$ cat src/rtl/fifo_action_driver.sv
// Purpose : turns one abstract agent action (idle/push/pop/push+pop for N
//           cycles) into legal push/pop strobes for an attached FIFO, generates
//           sequence-numbered write data, checks read order and FIFO flags.
// Latency : action accepted at edge T -> strobes active T..T+len-1, done in
//           cycle T+len, o_act_ready again in cycle T+len+1.
// Backpressure: o_act_ready is high only in IDLE; blocked ops (full/empty)
//           are skipped for that cycle and counted in o_stall_cnt.
//
// Ports:
//   clk, rst            clock, synchronous active-high reset
//   i_act_valid/_op/_len, o_act_ready   agent action channel
//   i_fifo_full/_empty/_dataout         FIFO status and head data
//   o_push, o_pop, o_datain             FIFO write/read strobes and write data
//   o_done              one-cycle pulse when an action completes
//   o_occ               modelled FIFO occupancy (0..DEPTH)
//   o_stall_cnt         saturating count of cycles with a blocked op
//   o_mismatch          sticky read-order error
//   o_flag_err          sticky FIFO flag vs. occupancy disagreement
module fifo_action_driver #(
   parameter int DEPTH = 8,
   parameter int WIDTH = 8,
   parameter int LENW  = 4
) (
   input  logic                       clk,
   input  logic                       rst,
   input  logic                       i_act_valid,
   output logic                       o_act_ready,
   input  logic [1:0]                 i_act_op,
   input  logic [LENW-1:0]            i_act_len,
   input  logic                       i_fifo_full,
   input  logic                       i_fifo_empty,
   input  logic [WIDTH-1:0]           i_fifo_dataout,
   output logic                       o_push,
   output logic                       o_pop,
   output logic [WIDTH-1:0]           o_datain,
   output logic                       o_done,
   output logic [$clog2(DEPTH):0]     o_occ,
   output logic [7:0]                 o_stall_cnt,
   output logic                       o_mismatch,
   output logic                       o_flag_err
);

   localparam int OCCW = $clog2(DEPTH) + 1;
   localparam logic [OCCW-1:0] OCC_FULL = OCCW'(DEPTH);

   typedef enum logic [1:0] {
      ST_IDLE = 2'd0,
      ST_RUN  = 2'd1,
      ST_DONE = 2'd2
   } state_t;

   state_t            r_state;
   state_t            w_state_nxt;

   logic [1:0]        r_op;
   logic [LENW-1:0]   r_rem;
   logic [OCCW-1:0]   r_occ;
   logic [WIDTH-1:0]  r_wr_seq;
   logic [WIDTH-1:0]  r_rd_seq;
   logic [7:0]        r_stall_cnt;
   logic              r_mismatch;
   logic              r_flag_err;

   logic              w_accept;
   logic              w_run;
   logic              w_push;
   logic              w_pop;
   logic              w_stall;
   logic              w_flag_bad;

   // ------------------------------------------------------------------
   // FSM state register
   // ------------------------------------------------------------------
   always_ff @(posedge clk) begin
      if (rst) begin
         r_state <= ST_IDLE;
      end else begin
         r_state <= w_state_nxt;
      end
   end

   // ------------------------------------------------------------------
   // FSM next-state and handshake outputs
   // ------------------------------------------------------------------
   always_comb begin
      w_state_nxt = r_state;
      o_act_ready = 1'b0;
      o_done      = 1'b0;
      w_accept    = 1'b0;
      case (r_state)
         ST_IDLE: begin
            o_act_ready = 1'b1;
            if (i_act_valid) begin
               w_accept    = 1'b1;
               w_state_nxt = ST_RUN;
            end
         end
         ST_RUN: begin
            // rem never reaches 0 in RUN (len is clamped to >=1), but treat
            // it like 1 so a corrupted count can never lock the FSM in RUN.
            if (r_rem <= LENW'(1)) begin
               w_state_nxt = ST_DONE;
            end
         end
         ST_DONE: begin
            o_done      = 1'b1;
            w_state_nxt = ST_IDLE;
         end
         default: begin
            w_state_nxt = ST_IDLE;
         end
      endcase
   end

   // ------------------------------------------------------------------
   // Strobes. Derived only from our own occupancy model: the FIFO flags
   // are combinational in push/pop, so using them here would form a loop.
   // A pop frees the slot a simultaneous push needs, so push-on-full is
   // legal only alongside a pop. Pop-on-empty is never legal.
   // ------------------------------------------------------------------
   always_comb begin
      w_run  = (r_state == ST_RUN);
      w_pop  = w_run & r_op[1] & (r_occ != '0);
      w_push = w_run & r_op[0] & ((r_occ < OCC_FULL) | w_pop);
      // A requested op that did not issue this cycle is a stall.
      w_stall = w_run & ((r_op[0] & ~w_push) | (r_op[1] & ~w_pop));
      // Flags are only meaningful against occ when no strobe is in flight,
      // since the FIFO's flags react combinationally to push/pop.
      w_flag_bad = ~w_push & ~w_pop &
                   ((i_fifo_full  != (r_occ == OCC_FULL)) |
                    (i_fifo_empty != (r_occ == '0)));
   end

   // ------------------------------------------------------------------
   // Latched action: op and remaining cycle count
   // ------------------------------------------------------------------
   always_ff @(posedge clk) begin
      if (rst) begin
         r_op  <= 2'b00;
         r_rem <= '0;
      end else if (w_accept) begin
         r_op  <= i_act_op;
         r_rem <= (i_act_len == '0) ? LENW'(1) : i_act_len;
      end else if (w_run) begin
         r_rem <= r_rem - LENW'(1);
      end
   end

   // ------------------------------------------------------------------
   // Occupancy model: simultaneous push+pop leaves it unchanged
   // ------------------------------------------------------------------
   always_ff @(posedge clk) begin
      if (rst) begin
         r_occ <= '0;
      end else begin
         case ({w_push, w_pop})
            2'b10:   r_occ <= r_occ + OCCW'(1);
            2'b01:   r_occ <= r_occ - OCCW'(1);
            default: r_occ <= r_occ;
         endcase
      end
   end

   // ------------------------------------------------------------------
   // Write/read sequence numbers; both wrap naturally at 2^WIDTH
   // ------------------------------------------------------------------
   always_ff @(posedge clk) begin
      if (rst) begin
         r_wr_seq <= '0;
         r_rd_seq <= '0;
      end else begin
         if (w_push) begin
            r_wr_seq <= r_wr_seq + WIDTH'(1);
         end
         if (w_pop) begin
            r_rd_seq <= r_rd_seq + WIDTH'(1);
         end
      end
   end

   // ------------------------------------------------------------------
   // Stall counter, saturating at 255
   // ------------------------------------------------------------------
   always_ff @(posedge clk) begin
      if (rst) begin
         r_stall_cnt <= 8'd0;
      end else if (w_stall && (r_stall_cnt != 8'hFF)) begin
         r_stall_cnt <= r_stall_cnt + 8'd1;
      end
   end

   // ------------------------------------------------------------------
   // Sticky error flags
   // ------------------------------------------------------------------
   always_ff @(posedge clk) begin
      if (rst) begin
         r_mismatch <= 1'b0;
         r_flag_err <= 1'b0;
      end else begin
         // The head data must carry the next expected read sequence number.
         if (w_pop && (i_fifo_dataout != r_rd_seq)) begin
            r_mismatch <= 1'b1;
         end
         if (w_flag_bad) begin
            r_flag_err <= 1'b1;
         end
      end
   end

   // ------------------------------------------------------------------
   // Outputs
   // ------------------------------------------------------------------
   assign o_push      = w_push;
   assign o_pop       = w_pop;
   assign o_datain    = r_wr_seq;
   assign o_occ       = r_occ;
   assign o_stall_cnt = r_stall_cnt;
   assign o_mismatch  = r_mismatch;
   assign o_flag_err  = r_flag_err;

endmodule

$ cat config.mk
export PLATFORM = sky130hd
export DESIGN_NAME = fifo_action_driver
export DESIGN_NICKNAME = d
export VERILOG_FILES = /design/src/rtl/fifo_action_driver.sv
export SDC_FILE = /design/constraint.sdc
export NUM_CORES = 1
export LEC_CHECK = 0
export ABC_AREA = 1
export CAP_MARGIN = 25
export CORE_ASPECT_RATIO = 0.7
export CORE_MARGIN = 8
export CORE_UTILIZATION = 51
export DETAILED_ROUTE_END_ITERATION = 12
export HOLD_SLACK_MARGIN = 0.12
export PLACE_DENSITY = 0.8
export SYNTH_ARGS = -nofsm -noshare
export SYNTH_HDL_FRONTEND = slang
export SYNTH_SLANG_ARGS = --single-unit
export TNS_END_PERCENT = 10
$ cat constraint.sdc
create_clock -name clk -period 2.1 [get_ports clk]
set_input_delay 0.42 -clock clk [delete_from_list [all_inputs] [get_ports clk]]
set_output_delay 0.42 -clock clk [all_outputs]
set_load 0.01 [all_outputs]
== Word-level counts from Yosys, hierarchy flattened ==
Index checks and enable logic that the tools add are counted.

* Logic and storage cells: 62
* Register bits after elaboration: 38
* Input bits: 19
* Output and inout port bits: 26

* $lt $le $gt $ge: 2
* Muxes and demuxes: 11
* Bitwise gates (word level): 14
* Reduce and logical (&&, ||, !) cells: 9
* Equality and inequality tests: 11
* Add/subtract/negate cells: 6

{| class="wikitable"
|+ Operators with widths
! operator !! count
|-
| $add A8 B1 Y8 const B || 3
|-
| $mux W4 || 3
|-
| $and A1 B1 Y1 || 9
|-
| $logic_not A4 Y1 || 2
|-
| $ne A8 B8 Y1 || 1
|-
| $ne A8 B8 Y1 const B || 1
|-
| $pmux W4 S2 || 1
|-
| $sub A4 B1 Y4 const B || 2
|-
| $add A4 B1 Y4 const B || 1
|-
| $eq A2 B1 Y1 const B || 2
|-
| $eq A2 B2 Y1 const B || 2
|-
| $eq A4 B4 Y1 const B || 1
|-
| $le A4 B1 Y1 const B || 1
|-
| $lt A4 B4 Y1 const B || 1
|-
| $mux W1 || 4
|-
| $mux W2 || 2
|-
| $pmux W2 S2 || 1
|-
| $reduce_bool A2 Y1 || 2
|-
| $reduce_bool A4 Y1 || 1
|-
| $or A1 B1 Y1 || 3
|-
| $logic_and A1 B1 Y1 || 2
|-
| $logic_not A2 Y1 || 1
|-
| $ne A1 B1 Y1 || 2
|-
| $ne A2 B1 Y1 const B || 1
|-
| other kinds (3) || 4
|}

== Longest topological paths before layout ==
* Depth in word-level cells: 10
* Mapped depth: 15
* Gate-level depth less buffers: 15

== Worst setup path after synthesis ==
No wires, ideal clock.

* Path kind: reg2reg
* From: reg r_occ[3], in the netlist o_occ[3]
* To: reg r_occ[2], in the netlist o_occ[2]
* Data arrival time: 1.803 ns
* Path slack: 0.180 ns
* Cell stages (with the launch flop): 12
* Path buffers: 0
* Period minus slack after synthesis: 1.920 ns
* Library setup time: 0.117 ns
* Required time: 1.983 ns
* Cells stage by stage: dfxtp_1 inv_2 o21ai_4 ha_1 nand2_1 inv_1 nor2_1 ha_1 a21oi_1 nor2_1 o221ai_1 inv_1

* Word-level cells in the longest chain between the ends: 6
* Elaborated cells on any way between the ends: 9
* Classes of those cells: order compare (1); eq/ne (2); mux (1); bitwise (3); reduce/logical (2)

{| class="wikitable"
|+ RTL lines
! element !! RTL line !! text
|-
| from (decl) || 57 || <nowiki>logic [OCCW-1:0] r_occ;</nowiki>
|-
| from (signal assigned) || 157 || <nowiki>2'b10: r_occ <= r_occ + OCCW'(1);</nowiki>
|-
| from (signal assigned) || 158 || <nowiki>2'b01: r_occ <= r_occ - OCCW'(1);</nowiki>
|-
| from (signal assigned) || 159 || <nowiki>default: r_occ <= r_occ;</nowiki>
|-
| branches (longest 6 deep; another with $lt A4 B4 Y1) || n/a ||
|}

Parallel ways; which one is timed is not known.
A chain may end at the register's enable or synchronous reset.

== Final worst setup path ==
* From: reg r_state[1]
* To: reg r_occ[2], in the netlist o_occ[2]

* Word-level cells in the longest chain between the ends: 7
* Elaborated cells on any way between the ends: 10
* Classes of those cells: eq/ne (3); mux (1); bitwise (5); reduce/logical (1)

{| class="wikitable"
|+ RTL lines
! element !! RTL line !! text
|-
| from (decl) || 52 || <nowiki>state_t r_state;</nowiki>
|-
| from (signal assigned) || 78 || <nowiki>r_state <= w_state_nxt;</nowiki>
|-
| $eq A2 B1 Y1 (*) || 122 || <nowiki>w_run = (r_state == ST_RUN);</nowiki>
|-
| $and A1 B1 Y1 (2 in a row) || 123 || <nowiki>w_pop = w_run & r_op[1] & (r_occ != '0);</nowiki>
|-
| $or A1 B1 Y1 || 124 || <nowiki>w_push = w_run & r_op[0] & ((r_occ < OCC_FULL) | w_pop);</nowiki>
|-
| $and A1 B1 Y1 || 124 ||
|-
| $eq A2 B1 Y1 or $eq A2 B2 Y1 (tied branches) || 156 || <nowiki>case ({w_push, w_pop})</nowiki>
|-
| $pmux W4 S2 or $reduce_bool A2 Y1 (tied branches) || n/a ||
|}

Mark *: on every way between the ends. The rest lies on a longest branch, timed or not.

==> results.md <==
* Hold path endpoint: o_flag_err$_SDFFE_PP0P_
* Post-synth ARST share at 0%
* DPL Wire Length at 3800 µm
* Crit-path leading delay family: simple AND/OR/NAND/NOR gates
* WL final at 5160 µm
* Worst path cell trace: inv_1, nand2_4, nor2_4, o21ai_4, ha_4, nand2_1, inv_1, nor2_2, ha_1, a21oi_2, nand2_1, nand2_1, o221ai_1, inv_1
* GRT Util Overall at 15.9%
* GRT overflow at 0
* Number of vias after detailed routing at 2028
* Most frequent cells after synthesis: nand2_1 (72), dfxtp_1 (38), inv_1 (37)
* Outcome: completed
* I/O pin cnt at 45
* Reg clk slew, reported paths at 0.08 ns
* Final setup violation count at 0
* CP Buf/Inv Count at 3
* Slew HR at 72.2%
* Routing usage on met3 at 6.13%
* # DRC at 0
* Clock Tree Buf Depth at 2
* CTS Hold Bufs at 0
* Share of cells above drive strength 1 at 11.5%
* R2r setup slk at 0.17 ns
* R2R Path Start: r_state[1]$_SDFFE_PP0P_
* Post-synth EDFFs at 0
* Die extent in x at 94.2 µm
* Root buffer cell: clkbuf_8
* Area of the mapped netlist at 2180 µm²
* Most frequent cell after synthesis: nand2_1
* H-tree depth at 2
* Post-layout min period at 1.93 ns
* Syn nets at 332
* Routed WL per cell at 12.6 µm
* CTS tree: built
* Fmax at 0.518 GHz
* Synth area leader: dfxtp_1
* Met1 Usage GRT at 20.4%
* Placer Congestion at 0.858
* Sequential area share after synthesis at 34.8%
* Clock Latency Late Sink at 0.30 ns
* Max FO, Critical Path at 10
* Crit Path Category: flop to flop
* Top FF cell, synth: dfxtp_1
* Initial antenna violation count at 0
* Vias in the first global route at 1912
* Hold Path Cell Cnt at 2
* Peak supply drop at 0.420 mV
* Synth area leaders: dfxtp_1 (35%), nand2_1 (12%), inv_1 (6.4%), nor2_1 (5.7%), ha_1 (5.2%)
* Die ar. at 6660 µm²
* Die height at 70.7 µm
* Gate count of the mapped netlist at 304
* PD cells at 594 nW/µm²
* Clock Skews at 0.0113 ns
* Number of diodes at 0
* Worst hold path type: flop to flop
* Setup_tns at 0 ns
* Detailed Route Iter0 Violations at 70
* RR Endpoint: o_occ[2]$_SDFFE_PP0P_
* Initial Util at 51.6%
* CTS sink count at 38
* Static leakage at 1.14 nW
* Final Cycle Share at 92.0%
* Fillcell total at 363
* Net count of the finished layout at 383
* Met2 usage at 23.1%
* DRT Pass-1 Iters at 4
* # Max-Cap Violations at 0
* Synth top area share at 34.8%
* Antenna viol nets, final at 0
* P&R area growth vs syn at 28.8%
* TritonCTS Buffers at 5
* Levels on crit path at 14
* Setup crit start kind: flop
* Post-DP Area at 2690 µm²
* Pin count of the biggest net entering global routing at 19
* Path depth of the worst reg2reg path at 14
* Synth cell types at 36
* Worst slew pin tran at 0.416 ns
* Yosys reg bits at 38
* Hold_sp: o_flag_err$_SDFFE_PP0P_
* Warnings, synthesis at 0
* Design area at 2810 µm²
* Synthesized area per cell at 7.18 µm²
* Final Max Tran Viols at 0
* CP Capture Type: flop
* Worst endpoint data arrival time at 2.13 ns
* Via-per-instance ratio at 4.93
* Delay of the slowest critical-path stage at 0.32 ns
* Global-route wire length before repair at 8660 µm
* Port Buffers at 44
* Most Crowded Layer GR: met2
* Total core area at 4230 µm²
* Critical Path RT at 2.30 ns
* Slowest CP cell: dfxtp_1
* FP Rows at 20
* Hold Violations, Final at 0
==> through the flow <==
| stage | utilization (%) | hold WS (ns) | worst slack, ns | total power, mW | cells |
|---|---|---|---|---|---|
| after floorplan | - | 0.452 | 0.180 | 1.02 | 304 |
| after global placement | 63.5 | 0.438 | 0.178 | 1.14 | 401 |
| after detailed placement | 63.5 | 0.442 | 0.0705 | 1.15 | 401 |
| after CTS | 65.6 | 0.454 | 0.0518 | 1.68 | 409 |
| after global routing | 66.5 | 0.487 | -0.0169 | 1.76 | 411 |
| final | 66.5 | 0.454 | 0.169 | 1.67 | 411 |
==> layer usage <==
| layer | part of all wire [%] | wire [µm] | vias up |
|---|---|---|---|
| li1 | - | - | 1073 |
| met1 | 49 | 2520 | 898 |
| met2 | 42 | 2170 | 51 |
| met3 | 8.0 | 414 | 6 |
| met4 | 1.1 | 55 | 0 |
| met5 | 0 | 0 | - |
==> report_power, final <==
group          leakage, nW  internal [mW]  switching, mW
clock network       0.0482          0.265          0.264
logic                0.781          0.153          0.192
registers            0.310          0.761         0.0340
total                 1.14           1.18          0.490
==> registers in the layout, indices dropped and copies added (netlist names) <==
name,flops
r_rem,4
o_flag_err,1
o_datain,8
o_occ,4
o_stall_cnt,8
r_rd_seq,8
r_op,2
o_mismatch,1
r_state,2
==> worst register-to-register path, cell delays in order, from the launching register on <==
cell      delay (ns)
dfxtp_1         0.32
inv_1           0.10
nand2_4         0.10
nor2_4          0.14
o21ai_4         0.14
ha_4            0.20
nand2_1         0.08
inv_1           0.07
nor2_2          0.14
ha_1            0.18
a21oi_2         0.04
nand2_1         0.08
nand2_1         0.05
o221ai_1        0.15
inv_1           0.05
==> how the worst max path moves through the flow <==
stage / from / end / slack (ns)
after floorplan: o_occ[3]$_SDFFE_PP0P_ / o_occ[2]$_SDFFE_PP0P_ / 0.18
after global placement: o_occ[0]$_SDFFE_PP0P_ / o_occ[2]$_SDFFE_PP0P_ / 0.18
after detailed placement: o_occ[0]$_SDFFE_PP0P_ / o_occ[2]$_SDFFE_PP0P_ / 0.07
after CTS: o_occ[0]$_SDFFE_PP0P_ / o_occ[2]$_SDFFE_PP0P_ / 0.05
after global routing: r_state[1]$_SDFFE_PP0P_ / o_occ[2]$_SDFFE_PP0P_ / -0.02
final: r_state[1]$_SDFFE_PP0P_ / o_occ[2]$_SDFFE_PP0P_ / 0.17
==> cells in the final DEF, fill, tap and decap left out, types with 5 or more instances in the layout <==
cell | Yosys | routed
clkdlybuf4s50_1 | 0 | 42
nor3_1 | 7 | 7
ha_1 | 9 | 8
nand3_1 | 17 | 17
o21ai_0 | 14 | 14
a21oi_1 | 19 | 18
clkbuf_8 | 1 | 6
inv_1 | 37 | 37
buf_4 | 0 | 5
dfxtp_1 | 38 | 35
nand2_1 | 72 | 72
nor2_1 | 33 | 32
xnor2_1 | 12 | 12
==> cell families after synthesis <==
family / share of synthesized area, %
compound gates: 11.0
xor+xnor: 6.42
fa+ha+maj: 5.16
buf+inv: 8.88
flops: 34.8
simple gates: 33.7
==> cell type report <==
cell class	count	area, µm²	area share (%)
repair buffers	49	475	16.9
inverters	41	164	5.83
clock inverters	1	5.00	0.178
multi-input cells	220	1250	44.4
flip-flops and latches	38	764	27.2
clock buffers	7	86.3	3.07
well taps	55	68.8	2.45
==> timing repair <==
| action | in CTS | in global routing |
|---|---|---|
| hold endpoints to repair | 0 | 0 |
| setup buffers | 0 | 2 |
| pin swaps | 0 | 2 |
| gates resized for setup | 2 | 7 |
| endpoints found under the setup margin | 2 | 2 |
Note: power is estimated with default switching activity, not from simulation.
